`src/rtl/muldiv_pkg.sv`:
```
// Shared types and helpers for the RV32M multiply/divide sequencer.
// Optional multiply early-out is enabled by defining MD_EARLY_OUT_EN.
package muldiv_pkg;

    localparam int XLEN_DEFAULT = 32;

    typedef enum logic [2:0] {
        OP_MUL    = 3'd0,
        OP_MULH   = 3'd1,
        OP_MULHSU = 3'd2,
        OP_MULHU  = 3'd3,
        OP_DIV    = 3'd4,
        OP_DIVU   = 3'd5,
        OP_REM    = 3'd6,
        OP_REMU   = 3'd7
    } md_op_e;

    typedef enum logic [1:0] {
        IDLE = 2'd0,
        BUSY = 2'd1,
        DONE = 2'd2
    } md_state_e;

    function automatic logic is_div(input logic [2:0] op);
        return op[2];
    endfunction

    // MUL's low word does not depend on signedness, so it is treated as unsigned.
    function automatic logic a_signed(input logic [2:0] op);
        return (op == OP_MULH) || (op == OP_MULHSU) || (op == OP_DIV) || (op == OP_REM);
    endfunction

    function automatic logic b_signed(input logic [2:0] op);
        return (op == OP_MULH) || (op == OP_DIV) || (op == OP_REM);
    endfunction

endpackage

```
`src/rtl/muldiv_if.sv`:
```
// Execute-stage bundle between the pipeline and the multiply/divide sequencer.
interface muldiv_if #(parameter int XLEN = 32);
    // Handshake: the pipeline holds StartE/MDOpE/SrcAE/SrcBE stable while any
    // stall is high; MDValidE is a one-cycle pulse that retires the instruction.
    // FlushE aborts whatever is in flight with no MDValidE pulse.
    logic            StartE;
    logic [2:0]      MDOpE;
    logic [XLEN-1:0] SrcAE;
    logic [XLEN-1:0] SrcBE;
    logic            FlushE;
    logic            StallF;
    logic            StallD;
    logic            StallE;
    logic [XLEN-1:0] MDResultE;
    logic            MDValidE;
    logic [1:0]      state;

    modport master (
        output StartE, MDOpE, SrcAE, SrcBE, FlushE,
        input  StallF, StallD, StallE, MDResultE, MDValidE, state
    );

    modport slave (
        input  StartE, MDOpE, SrcAE, SrcBE, FlushE,
        output StallF, StallD, StallE, MDResultE, MDValidE, state
    );
endinterface

```
`src/rtl/md_iter_core.sv`:
```
// Shift-add multiplier and restoring divider on unsigned magnitudes.
// Outputs show the value each register takes after the current step.
module md_iter_core #(
    parameter int XLEN = 32
) (
    input  logic              clk,
    input  logic              reset,
    input  logic              load,
    input  logic              step,
    input  logic              div_mode,
    input  logic [XLEN-1:0]   a_mag,
    input  logic [XLEN-1:0]   b_mag,
    output logic [2*XLEN-1:0] acc,
    output logic [XLEN-1:0]   quotient,
    output logic [XLEN-1:0]   remainder,
    output logic              mul_rest_zero
);
    logic [2*XLEN-1:0] acc_q;
    logic [2*XLEN-1:0] mcand_q;
    logic [XLEN-1:0]   mplier_q;
    logic [XLEN-1:0]   quot_q;
    logic [XLEN-1:0]   rem_q;
    logic [XLEN-1:0]   divisor_q;
    logic [XLEN:0]     rem_shift;
    logic [XLEN:0]     diff;
    logic              ge;

    always_comb begin
        acc           = acc_q + (mplier_q[0] ? mcand_q : '0);
        mul_rest_zero = (mplier_q[XLEN-1:1] == '0);
        // Partial remainder stays below the divisor, so XLEN+1 bits hold the shift and borrow.
        rem_shift     = {rem_q, quot_q[XLEN-1]};
        diff          = rem_shift - {1'b0, divisor_q};
        ge            = !diff[XLEN];
        remainder     = ge ? diff[XLEN-1:0] : rem_shift[XLEN-1:0];
        quotient      = {quot_q[XLEN-2:0], ge};
    end

    always_ff @(posedge clk) begin
        if (reset) begin
            acc_q     <= '0;
            mcand_q   <= '0;
            mplier_q  <= '0;
            quot_q    <= '0;
            rem_q     <= '0;
            divisor_q <= '0;
        end else if (load) begin
            acc_q     <= '0;
            mcand_q   <= {{XLEN{1'b0}}, a_mag};
            mplier_q  <= b_mag;
            quot_q    <= a_mag;
            rem_q     <= '0;
            divisor_q <= b_mag;
        end else if (step) begin
            if (div_mode) begin
                quot_q <= quotient;
                rem_q  <= remainder;
            end else begin
                acc_q    <= acc;
                mcand_q  <= {mcand_q[2*XLEN-2:0], 1'b0};
                mplier_q <= {1'b0, mplier_q[XLEN-1:1]};
            end
        end
    end
endmodule

```
`src/rtl/muldiv_sequencer.sv`:
```
// FSM, fast paths, sign fixup and pipeline stalls for the RV32M unit.
// Define MD_EARLY_OUT_EN to let multiplies exit once the multiplier is exhausted.
module muldiv_sequencer
    import muldiv_pkg::*;
#(
    parameter int XLEN  = XLEN_DEFAULT,
    parameter int CNT_W = 6
) (
    input  logic     clk,
    input  logic     reset,
    muldiv_if.slave  md
);
    localparam logic [1:0] S_IDLE = 2'(IDLE);
    localparam logic [1:0] S_BUSY = 2'(BUSY);
    localparam logic [1:0] S_DONE = 2'(DONE);

`ifdef MD_EARLY_OUT_EN
    localparam logic EARLY_OUT = 1'b1;
`else
    localparam logic EARLY_OUT = 1'b0;
`endif

    logic [1:0]       state_q;
    logic [CNT_W-1:0] cnt_q;
    logic [2:0]       op_q;
    logic             neg_q;
    logic             rem_neg_q;
    logic [XLEN-1:0]  result_q;
    logic             valid_q;

    logic              start_ok;
    logic              sa, sb;
    logic [XLEN-1:0]   a_mag, b_mag;
    logic              div_zero, div_ovf, fast;
    logic [XLEN-1:0]   fast_res;
    logic              busy_run, exit_busy;
    logic [2*XLEN-1:0] acc, prod;
    logic [XLEN-1:0]   quotient, remainder, quo_s, rem_s, iter_res;
    logic              mul_rest_zero;

    always_comb begin
        start_ok = (state_q == S_IDLE) && md.StartE && !md.FlushE;
        sa       = a_signed(md.MDOpE) && md.SrcAE[XLEN-1];
        sb       = b_signed(md.MDOpE) && md.SrcBE[XLEN-1];
        a_mag    = sa ? -md.SrcAE : md.SrcAE;
        b_mag    = sb ? -md.SrcBE : md.SrcBE;
        div_zero = is_div(md.MDOpE) && (md.SrcBE == '0);
        div_ovf  = ((md.MDOpE == OP_DIV) || (md.MDOpE == OP_REM))
                   && (md.SrcAE == {1'b1, {(XLEN-1){1'b0}}}) && (md.SrcBE == '1);
        fast     = div_zero || div_ovf;
        // MDOpE[1] separates remainder ops (REM/REMU) from quotient ops (DIV/DIVU).
        if (div_zero)
            fast_res = md.MDOpE[1] ? md.SrcAE : '1;
        else
            fast_res = md.MDOpE[1] ? '0 : {1'b1, {(XLEN-1){1'b0}}};
    end

    always_comb begin
        busy_run  = (state_q == S_BUSY) && !md.FlushE;
        exit_busy = (cnt_q == CNT_W'(XLEN-1))
                    || (EARLY_OUT && !is_div(op_q) && mul_rest_zero);
        prod      = neg_q ? -acc : acc;
        quo_s     = neg_q ? -quotient : quotient;
        rem_s     = rem_neg_q ? -remainder : remainder;
        if (is_div(op_q))
            iter_res = op_q[1] ? rem_s : quo_s;
        else
            iter_res = (op_q == OP_MUL) ? prod[XLEN-1:0] : prod[2*XLEN-1:XLEN];
    end

    md_iter_core #(.XLEN(XLEN)) u_core (
        .clk           (clk),
        .reset         (reset),
        .load          (start_ok && !fast),
        .step          (busy_run),
        .div_mode      (is_div(op_q)),
        .a_mag         (a_mag),
        .b_mag         (b_mag),
        .acc           (acc),
        .quotient      (quotient),
        .remainder     (remainder),
        .mul_rest_zero (mul_rest_zero)
    );

    always_ff @(posedge clk) begin
        if (reset) begin
            state_q   <= S_IDLE;
            cnt_q     <= '0;
            op_q      <= '0;
            neg_q     <= 1'b0;
            rem_neg_q <= 1'b0;
            result_q  <= '0;
            valid_q   <= 1'b0;
        end else begin
            case (state_q)
                S_IDLE: begin
                    valid_q <= 1'b0;
                    if (start_ok) begin
                        op_q      <= md.MDOpE;
                        neg_q     <= sa ^ sb;
                        rem_neg_q <= sa;
                        cnt_q     <= '0;
                        if (fast) begin
                            result_q <= fast_res;
                            valid_q  <= 1'b1;
                            state_q  <= S_DONE;
                        end else begin
                            state_q  <= S_BUSY;
                        end
                    end
                end
                S_BUSY: begin
                    if (md.FlushE) begin
                        state_q <= S_IDLE;
                        cnt_q   <= '0;
                    end else if (exit_busy) begin
                        result_q <= iter_res;
                        valid_q  <= 1'b1;
                        state_q  <= S_DONE;
                    end else begin
                        cnt_q <= cnt_q + CNT_W'(1);
                    end
                end
                S_DONE: begin
                    // A StartE here is the retiring instruction itself, not a new one.
                    valid_q <= 1'b0;
                    state_q <= S_IDLE;
                end
                default: begin
                    valid_q <= 1'b0;
                    state_q <= S_IDLE;
                end
            endcase
        end
    end

    always_comb begin
        md.StallE    = start_ok || busy_run;
        md.StallD    = md.StallE;
        md.StallF    = md.StallE;
        md.MDResultE = result_q;
        md.MDValidE  = valid_q;
        md.state     = state_q;
    end
endmodule

```
`src/flat_wrapper.sv`:
```
// flat-port wrapper written by rule: the top's interface ports become plain ports
module muldiv_sequencer_flat import muldiv_pkg::*;
#(
    parameter int XLEN  = XLEN_DEFAULT,
    parameter int CNT_W = 6
)
  (clk, reset, md_StartE, md_MDOpE, md_SrcAE, md_SrcBE, md_FlushE, md_StallF, md_StallD, md_StallE, md_MDResultE, md_MDValidE, md_state);
  muldiv_if #(.XLEN(XLEN)) md_i ();
  input  logic clk;
  input  logic reset;
  input wire logic [$bits(md_i.StartE)-1:0] md_StartE;
  input wire logic [$bits(md_i.MDOpE)-1:0] md_MDOpE;
  input wire logic [$bits(md_i.SrcAE)-1:0] md_SrcAE;
  input wire logic [$bits(md_i.SrcBE)-1:0] md_SrcBE;
  input wire logic [$bits(md_i.FlushE)-1:0] md_FlushE;
  output wire logic [$bits(md_i.StallF)-1:0] md_StallF;
  output wire logic [$bits(md_i.StallD)-1:0] md_StallD;
  output wire logic [$bits(md_i.StallE)-1:0] md_StallE;
  output wire logic [$bits(md_i.MDResultE)-1:0] md_MDResultE;
  output wire logic [$bits(md_i.MDValidE)-1:0] md_MDValidE;
  output wire logic [$bits(md_i.state)-1:0] md_state;
  assign md_i.StartE = md_StartE;
  assign md_i.MDOpE = md_MDOpE;
  assign md_i.SrcAE = md_SrcAE;
  assign md_i.SrcBE = md_SrcBE;
  assign md_i.FlushE = md_FlushE;
  assign md_StallF = md_i.StallF;
  assign md_StallD = md_i.StallD;
  assign md_StallE = md_i.StallE;
  assign md_MDResultE = md_i.MDResultE;
  assign md_MDValidE = md_i.MDValidE;
  assign md_state = md_i.state;
  muldiv_sequencer #(.XLEN(XLEN), .CNT_W(CNT_W)) u_core (.clk(clk), .reset(reset), .md(md_i));
endmodule
```
`config.mk`:
```
export PLATFORM = sky130hd
export DESIGN_NAME = muldiv_sequencer_flat
export DESIGN_NICKNAME = d
export VERILOG_FILES = /design/src/rtl/muldiv_pkg.sv /design/src/rtl/muldiv_if.sv /design/src/rtl/md_iter_core.sv /design/src/rtl/muldiv_sequencer.sv /design/src/flat_wrapper.sv
export SDC_FILE = /design/constraint.sdc
export NUM_CORES = 1
export LEC_CHECK = 0
export ABC_CLOCK_PERIOD_IN_PS = 14300
export CAP_MARGIN = 20
export CORE_ASPECT_RATIO = 1.4
export CORE_MARGIN = 2
export CORE_UTILIZATION = 69
export CTS_BUF_LIST = sky130_fd_sc_hd__clkbuf_2
export CTS_CLUSTER_DIAMETER = 80
export DETAILED_ROUTE_END_ITERATION = 10
export PLACE_DENSITY = 0.95
export SETUP_SLACK_MARGIN = 0.5
export SYNTH_ARGS = -nofsm -noshare
export SYNTH_HDL_FRONTEND = slang
export SYNTH_SLANG_ARGS = --single-unit
```
`constraint.sdc`:
```
create_clock -name clk -period 14.3 [get_ports clk]
set_input_delay 2.86 -clock clk [delete_from_list [all_inputs] [get_ports clk]]
set_output_delay 2.86 -clock clk [all_outputs]
set_load 0.02 [all_outputs]
```
# Word level (Yosys, flattened, before mapping)
# Cells that the tools add are included.
# classes
n_eq_ne	15
n_addsub	8
mux	41
reduce_logical	36
n_bitwise	2
# ops
operator	count
two-way mux 32 bit	24
two-way mux 64 bit	2
negator 32 bit	4
adder 64 bit	1
equality test 32 bit (second input constant)	2
negator 64 bit	1
one-hot mux 32 bit (2 select lines)	1
subtractor 33 x 32 -> 33 bit	1
logical NOT 32 bit	1
two-way mux 6 bit	3
AND reduction 2 bit	7
one-hot mux 6 bit (2 select lines)	1
logical AND 1 bit	9
logical OR 1 bit	8
two-way mux 2 bit	4
adder 6 x 1 -> 6 bit (second input constant)	1
equality test 3 bit (second input constant)	2
equality test 6 x 5 -> 1 bit (second input constant)	1
!= test 2 x 1 -> 1 bit (second input constant)	3
nonzero test 2 bit	3
AND reduction 5 bit	1
two-way mux 1 bit	4
!= test 2 bit (second input constant)	2
one-hot mux 2 bit (2 select lines)	1
13 further kinds	15
# word_totals
in_bits	71
wordCells	116
ff_bits	302

# Longest topological paths before layout
# Gate-level depths: netlist of the first run.
# logic_depth
ltp_word	9
ltp_mapped	30

# By module
# A second synthesis of the first run with hierarchy kept.
# hier_totals
cells_unflattened	3314
area_unflattened_um2	24429.7
# by_module_without_submodules
module	seq_area_each_um2	instances	cells_per_inst	area_each_um2
md_iter_core	5124.9	1	2155	16288.1
muldiv_sequencer	920.9	1	1159	8141.6

# Worst setup path after synthesis of the first run
# No wires, ideal clock.
# synth_timing
kind	in2out
start	input port md_FlushE
end	output port md_StallE
required_time_ns	11.440
setup_slack_ns	7.487
n_path_buf	2
t_arrival_ns	3.953
cell_stages	5
path_cell_list	clkbuf_1 nor2b_1 nand2_1 o21ai_0 buf_4
# synth_between
elab_chain_cells	3
# synth_lines
item	line_no	rtl
start, declared	flat_wrapper.sv:15	input wire logic [$bits(md_i.FlushE)-1:0] md_FlushE;
logical NOT 1 bit (*)	muldiv_sequencer.sv:42, muldiv_sequencer.sv:59	
logical AND 1 bit (on tied branches)	muldiv_sequencer.sv:42, muldiv_sequencer.sv:59	
logical OR 1 bit (*)	muldiv_sequencer.sv:138	md.StallE = start_ok || busy_run;
end, declared	flat_wrapper.sv:18	output wire logic [$bits(md_i.StallE)-1:0] md_StallE;
# Mark *: on every way between the ends. The rest lies on a longest branch, timed or not.

# Worst setup path after layout of the first run
# layout_timing
start	input port md_FlushE
end	output port md_StallD
# layout_between
elab_chain_cells	3
# layout_lines
item	line_no	rtl
logical NOT 1 bit (*)	muldiv_sequencer.sv:42, muldiv_sequencer.sv:59	
logical AND 1 bit (on tied branches)	muldiv_sequencer.sv:42, muldiv_sequencer.sv:59	
logical OR 1 bit (*)	muldiv_sequencer.sv:138	
end, declared	flat_wrapper.sv:17	output wire logic [$bits(md_i.StallD)-1:0] md_StallD;
# Marked as above.

==> summary.md, run 1 <==
| Metric | Value |
|---|---|
| Max-slew violation count | `0` |
| Worst VDD drop | `89.59 uV` |
| Setup crit start | `md_FlushE` |
| Worst path cell trace | `clkdlybuf4s50_1 -> nor2b_1 -> nand2_1 -> o21ai_0 -> clkdlybuf4s50_1` |
| Min Tclk post-route | `7702 ps` |
| Power Internal | `1.331 mW` |
| Layout area overhead | `7.251%` |
| Overall power | `2.192 mW` |
| Vias | `29580` |
| Switching Share | `0.3927` |
| Clock root buffer | `clkbuf_2` |
| Max Freq | `129.8 MHz` |
| Final hold vios | `0` |
| Area of the core | `36560 um2` |
| Largest net degree at the start of global routing | `92` |
| DR WL/cell | `24.42 um` |
| Total grt overflow | `0` |
| H-tree depth | `3` |
| Critical Path End | `md_StallD` |
| CP peak stage delay | `approximately 670 ps` |
| Syn_area_per_cell | `6.976 um2` |
| Post-CTS setup buffers | `0` |
| Gr usage total | `0.5088` |
| Crit share post-route | `0.5386` |
| Worst-path clk slew | `120 ps` |
| Status | `finished with violations` |
| RSZ-0062 raised after global routing | `no` |
| CTS Buf Count | `75` |
| Slew margin rel. | `0.1142` |
| Register share of total power | `0.410` |
| Vias in the first global route | `27260` |
| Clock group share of total power | `0.302` |
| Most frequent cells in the layout | `646 x nand2_1, 343 x a21oi_1, 317 x nor2_1, 301 x dfxtp_1, 180 x o21ai_0` |
| Pwr dens | `80.25 nW/um2` |
| Yosys Warn Count | `0` |
| Crit start category | `input pin` |
| Reg-to-Reg End | `u_core.md.MDResultE[30]$_SDFFE_PP0P_` |
| CP max stage cell | `clkdlybuf4s50_1` |
| Clock sink total | `302` |
| # DRC | `1` |
| Endpoint class of the critical path | `output pin` |
| Initial antenna violation count | `4` |
| Final HPWL DP | `75.19 mm` |
| Share of cells above drive strength 1 | `0.06243` |
| Number of synthesized flops with an enable pin | `0` |
| CTS tree | `yes` |
| R2R depth | `23` |
| Final GP Congestion | `1.084` |
| Top cell by count, worst path | `clkdlybuf4s50_1` |
| Ys async rst share | `0` |
| Post-Syn Area | `around 25000 um2` |
| Synth Instances | `3651` |
| Max Cap Viol | `0` |
| Synth Net Count | `about 3800` |
| Worst r2r src | `u_core.u_core.quot_q[31]$_SDFFE_PP0P_` |
| Synth Register Bits | `302` |
| Post-CTS Hold Buffers | `0` |
| Drt pass-1 iters | `11` |
| Final TNS setup | `0 ps` |
| Type of the worst setup path | `input pin to output pin` |
| Post-CTS Resized | `0` |
| Routed Wire Length | `approximately 100 mm` |
| DIE HEIGHT | `between 200 and 250 um` |
| Top-Level Pins | `109` |
| Starting Density | `0.6967` |
| R2R setup slack | `7210 ps` |
| Psw | `between 800 and 900 uW` |
| Yosys cell types | `between 90 and 100` |
| Die area | `38490 um2` |
| Die X | `166.4 um` |
| Finish-stage setup viols | `0` |
| CTS Buffer Depth | `3` |
| Hold WS | `459.4 ps` |
| Worst Tran Pin Value | `1315 ps` |
| Top FF cell, synth | `dfxtp_1` |
| First-pass GRT wire length | `about 150 mm` |
| CP max FO | `9` |
| Layout Nets | `3817` |
| Vias per inst | `7.094` |
| Seq/Total Area, Yosys | `0.2374` |
| Clock Latency Late Sink | `about 1200 ps` |
| CP Data Arrival Time | `4840 ps` |
| Detailed Route Iter0 Violations | `4206` |
| Port bufs | `108` |
| CP required | `11440 ps` |
| Antenna-violating nets left | `0` |
| Violated checks | `design-rule violations` |
| Combinational share of power | `0.288` |
| Worst clock skew | `about 130 ps` |
| FP Rows | `83` |
| Hold Crit Class | `flip-flop to flip-flop` |
| Leak Pwr | `10.32 nW` |
| Commonest non-fill, non-tap cell in the layout | `nand2_1` |
layer usage:
| metal | global-route usage | share of wire |
|---|---|---|
| met1 | 0.5208 | 0.32 |
| met2 | 0.8093 | 0.44 |
| met3 | 0.1416 | 0.11 |
| met4 | 0.5383 | 0.13 |
| met5 | 0 | 0.00014 |
state kept, by name (all words and copies together), names as in the netlist, 2 cells and up:
name                     flops
u_core.op_q                  3
u_core.u_core.rem_q         32
u_core.u_core.quot_q        32
u_core.u_core.divisor_q     32
u_core.u_core.mcand_q       64
u_core.md.state              2
u_core.cnt_q                 6
u_core.u_core.acc_q         64
u_core.md.MDResultE         32
u_core.u_core.mplier_q      32
cells by family after synthesis:
family	synth area share
compound gates	0.2868
mux	0.02476
xor+xnor	0.06431
simple gates	0.2864
flops	0.2374
buf+inv	0.04873
fa+ha+maj	0.05168
worst min path at each step:
| stage | cells after the start | startpoint | end |
|---|---|---|---|
| 6_report | 2 | u_core.u_core.mcand_q[55]$_SDFFE_PP0P_ | u_core.u_core.mcand_q[56]$_SDFFE_PP0P_ |
| 5_1_grt | 2 | u_core.u_core.mcand_q[40]$_SDFFE_PP0P_ | u_core.u_core.mcand_q[41]$_SDFFE_PP0P_ |
| 4_1_cts | 2 | u_core.u_core.divisor_q[19]$_SDFFE_PP0P_ | u_core.u_core.divisor_q[19]$_SDFFE_PP0P_ |
| 3_5_place_dp | 2 | u_core.u_core.divisor_q[3]$_SDFFE_PP0P_ | u_core.u_core.divisor_q[3]$_SDFFE_PP0P_ |
| 3_3_place_gp | 2 | u_core.u_core.divisor_q[11]$_SDFFE_PP0P_ | u_core.u_core.divisor_q[11]$_SDFFE_PP0P_ |
| 2_1_floorplan | 2 | u_core.u_core.divisor_q[10]$_SDFFE_PP0P_ | u_core.u_core.divisor_q[10]$_SDFFE_PP0P_ |
critical path, delay by kind of cell:
kind,cells,cell delay (ps)
compound gates,1,210
buf+inv,2,1230
simple gates,2,550
area by class of cell:
class	instances	area, um2
timing repair buffer	152	1409
clock buffer	102	510.5
fill	3024	9239
multi-input combinational	3034	18250
clock inverter	33	219.0
tap	467	584.3
antenna	3	7.507
sequential	302	6047
inverter	77	294.0
synthesized netlist by cell type (all sizes together) (40+ instances only):
cell type  number  area [um2]
nor3          106       541.8
nor4           40       295.3
nor2          318        1194
dfxtp         302        6046
inv            76       290.3
a31oi         116       725.7
o211ai         40       300.3
nand4          66       412.9
and2          101       631.9
xnor2          98       858.3
clkbuf        201       754.5
o21ai         202        1015
mux2i          54       540.5
nand3          72       372.9
a211oi         77       588.1
a21oi         353        1808
xor2           89       779.5
ha            102        1276
nand2         648        2432
a21o           48       360.4
power by group through the flow:
stage               clock network (mW)  logic [mW]  registers, mW
detailed placement                   0       0.601          0.914
global route                     0.695       0.671          0.900
global placement                     0       0.591          0.914
floorplan                            0       0.427          0.907
CTS                              0.652       0.603          0.895
finish                           0.661       0.632          0.899
per-stage QoR:
step                cells  setup slack [ps]    util  area [um2]
global route         4170              6471  0.7473       27320
CTS                  4165              6636  0.7466       27290
finish               4170              6598  0.7473       27320
floorplan            3651              7487       -       25470
global placement     4030              6678  0.7267       26560
detailed placement   4030              6643  0.7267       26560
No activity file was read; power rests on OpenSTA's default activity.
==> run 2, diff against run 1 <==
- ABC_CLOCK_PERIOD_IN_PS: 14300 -> 7300
- CORE_UTILIZATION: 69 -> 64
- PLACE_DENSITY: 0.95 -> 0.93
- clock period: 14.3 -> 7.3 ns (I/O delays scaled with it)
==> summary.md, run 2 (same netlist as run 1, synthesis figures left out) <==
| Metric | Value |
|---|---|
| Status | `completed` |
| Clock Latency Late Sink | `1130 ps` |
| Area of the multi-input gates | `18250 um2` |
| Max Cap Viol | `0` |
| Max Freq | `approximately 160 MHz` |
| Die area | `roughly 41000 um2` |
| Post-CTS Resized | `0` |
| Layout Nets | `approximately 3800` |
| Biggest regs | `u_core.u_core.acc_q (64), u_core.u_core.mcand_q (64)` |
| Hold Crit Class | `flip-flop to flip-flop` |
| FILL cells | `3404` |
| Commonest non-fill, non-tap cell in the layout | `nand2_1` |
| Worst-path clk slew | `150 ps` |
| Met1 usage in global routing | `0.4767` |
| H-tree depth | `3` |
| DIE HEIGHT | `240.0 um` |
| Worst clock skew | `~120 ps` |
| Share of cells above drive strength 1 | `0.06388` |
| Total grt overflow | `0` |
| CTS Buffer Depth | `3` |
| Worst Tran Pin Value | `1238 ps` |
| Grt met3 use | `0.1357` |
| Worst VDD drop | `207.2 uV` |
| Finished Layout Cells | `4242` |
| Post-CTS Hold Buffers | `0` |
| CTS Buf Count | `79` |
| Post-CTS setup buffers | `0` |
| Top-Level Pins | `109` |
| Layout area overhead | `8.052%` |
| Leak Pwr | `between 10 and 15 nW` |
| Starting Density | `0.6485` |
| Most crowded layer after global routing | `met2` |
| Hold WS | `between 400 and 500 ps` |
| Type of the worst setup path | `flip-flop to flip-flop` |
| Crit share post-route | `0.8656` |
| Area of the core | `39280 um2` |
| # DRC | `0` |
| Final hold vios | `0` |
| Slew margin rel. | `0.1743` |
| Final GP Congestion | `1.078` |
| CTS tree | `yes` |
| CP max FO | `44` |
| Placed Cells | `4098` |
| Placed Area | `about 27000 um2` |
| Clock sink total | `about 300` |
| Antenna-violating nets left | `0` |
| Routed Wire Length | `100.3 mm` |
| Max-slew violation count | `0` |
| Met2 Use GR | `0.7677` |
| Vias per inst | `6.990` |
| Final TNS setup | `0 ps` |
| Vias in the first global route | `27690` |
| FP Rows | `between 80 and 90` |
| Port bufs | `between 100 and 150` |
| RSZ-0062 raised after global routing | `no` |
| Finish-stage setup viols | `0` |
| CP required | `8260 ps` |
| Overall power | `roughly 4.3 mW` |
| Largest net degree at the start of global routing | `between 150 and 200` |
| First-pass GRT wire length | `153.1 mm` |
| Initial antenna violation count | `5` |
| Min Tclk post-route | `6319 ps` |
| Detailed Route Iter0 Violations | `between 3000 and 4000` |
| Most frequent cells in the layout | `646 x nand2_1, 343 x a21oi_1, 317 x nor2_1, 301 x dfxtp_1, 177 x o21ai_0` |
| Vias | `just under 30000` |
| Gr usage total | `0.4725` |
| Final HPWL DP | `74.58 mm` |
| Clock root buffer | `clkbuf_2` |
| Drt pass-1 iters | `7` |
| Endpoint class of the critical path | `flip-flop` |
| Die X | `roughly 170 um` |
| DR WL/cell | `around 24 um` |
| CP Data Arrival Time | `about 7300 ps` |
| Crit start category | `flip-flop` |
| Pwr dens | `156.8 nW/um2` |
| Register area | `6047 um2` |
| Final Cell Area | `between 20000 and 30000 um2` |
## run 2: changes by cell type in the layout (fill, tap and decap cells not counted), moves of 3 or more
cell      before  now
buf_4         44   51
clkinv_1      16   20
clkinv_2      10    7
o21ai_0      180  177
o21ai_1       21   24
## run 2: final timing paths
| check | start | end | slack (ps) | cells past startpoint |
|---|---|---|---|---|
| max | u_core.u_core.quot_q[31]$_SDFFE_PP0P_ | u_core.md.MDResultE[22]$_SDFFE_PP0P_ | 980 | 22 |
| min reg2reg | u_core.u_core.mcand_q[33]$_SDFFE_PP0P_ | u_core.u_core.mcand_q[34]$_SDFFE_PP0P_ | 440 | 2 |
| min | u_core.u_core.mcand_q[33]$_SDFFE_PP0P_ | u_core.u_core.mcand_q[34]$_SDFFE_PP0P_ | 440 | 2 |
| max reg2reg | u_core.u_core.quot_q[31]$_SDFFE_PP0P_ | u_core.md.MDResultE[22]$_SDFFE_PP0P_ | 980 | 22 |
## run 2: worst max-delay path, stage by stage (launching register included)
cell and delay, ps:
dfxtp_1 370, inv_1 80, ha_1 180, inv_1 60, fa_1 420, a211oi_2 270
o21ai_1 230, o2111ai_1 440, a21boi_1 190, or4_1 620, and3_2 300, inv_6 290
o21ai_0 210, inv_1 90, ha_1 190, nor4b_1 360, nand4b_1 240, nor3_1 210
a31oi_1 150, o21ai_0 270, xor2_1 110, a2111oi_0 810, a2111oi_2 100
## run 2: metrics by stage
| stage | utilization | worst slack (ps) |
|---|---|---|
| finish | 0.7007 | 981.1 |
| global route | 0.7006 | 536.3 |
| CTS | 0.6996 | 973.4 |
| detailed placement | 0.6802 | 979.6 |
| global placement | 0.6802 | 1191 |
| floorplan | - | 1450 |
## run 2: area by class of cell
class,count,share of cell area
clock buffer,102,0.01855
antenna,4,0.0003637
clock inverter,34,0.009093
sequential,302,0.2197
tap,528,0.02401
multi-input combinational,3034,0.6630
timing repair buffer,161,0.05456
inverter,77,0.01068
## run 2: per-layer routing
metal / vias up / wire, um
met4: 0 / 12210
met2: 2025 / 45010
met1: 13540 / 32670
met3: 681 / 10410
met5: - / 0
li1: 13410 / -
## run 2: power by group
group	switching, mW	leakage (nW)	total [mW]	internal (mW)
clock	0.786	0.550	1.32	0.530
sequential	0.0628	2.45	1.76	1.70
combinational	0.817	7.38	1.24	0.419
total	1.67	10.4	4.32	2.65
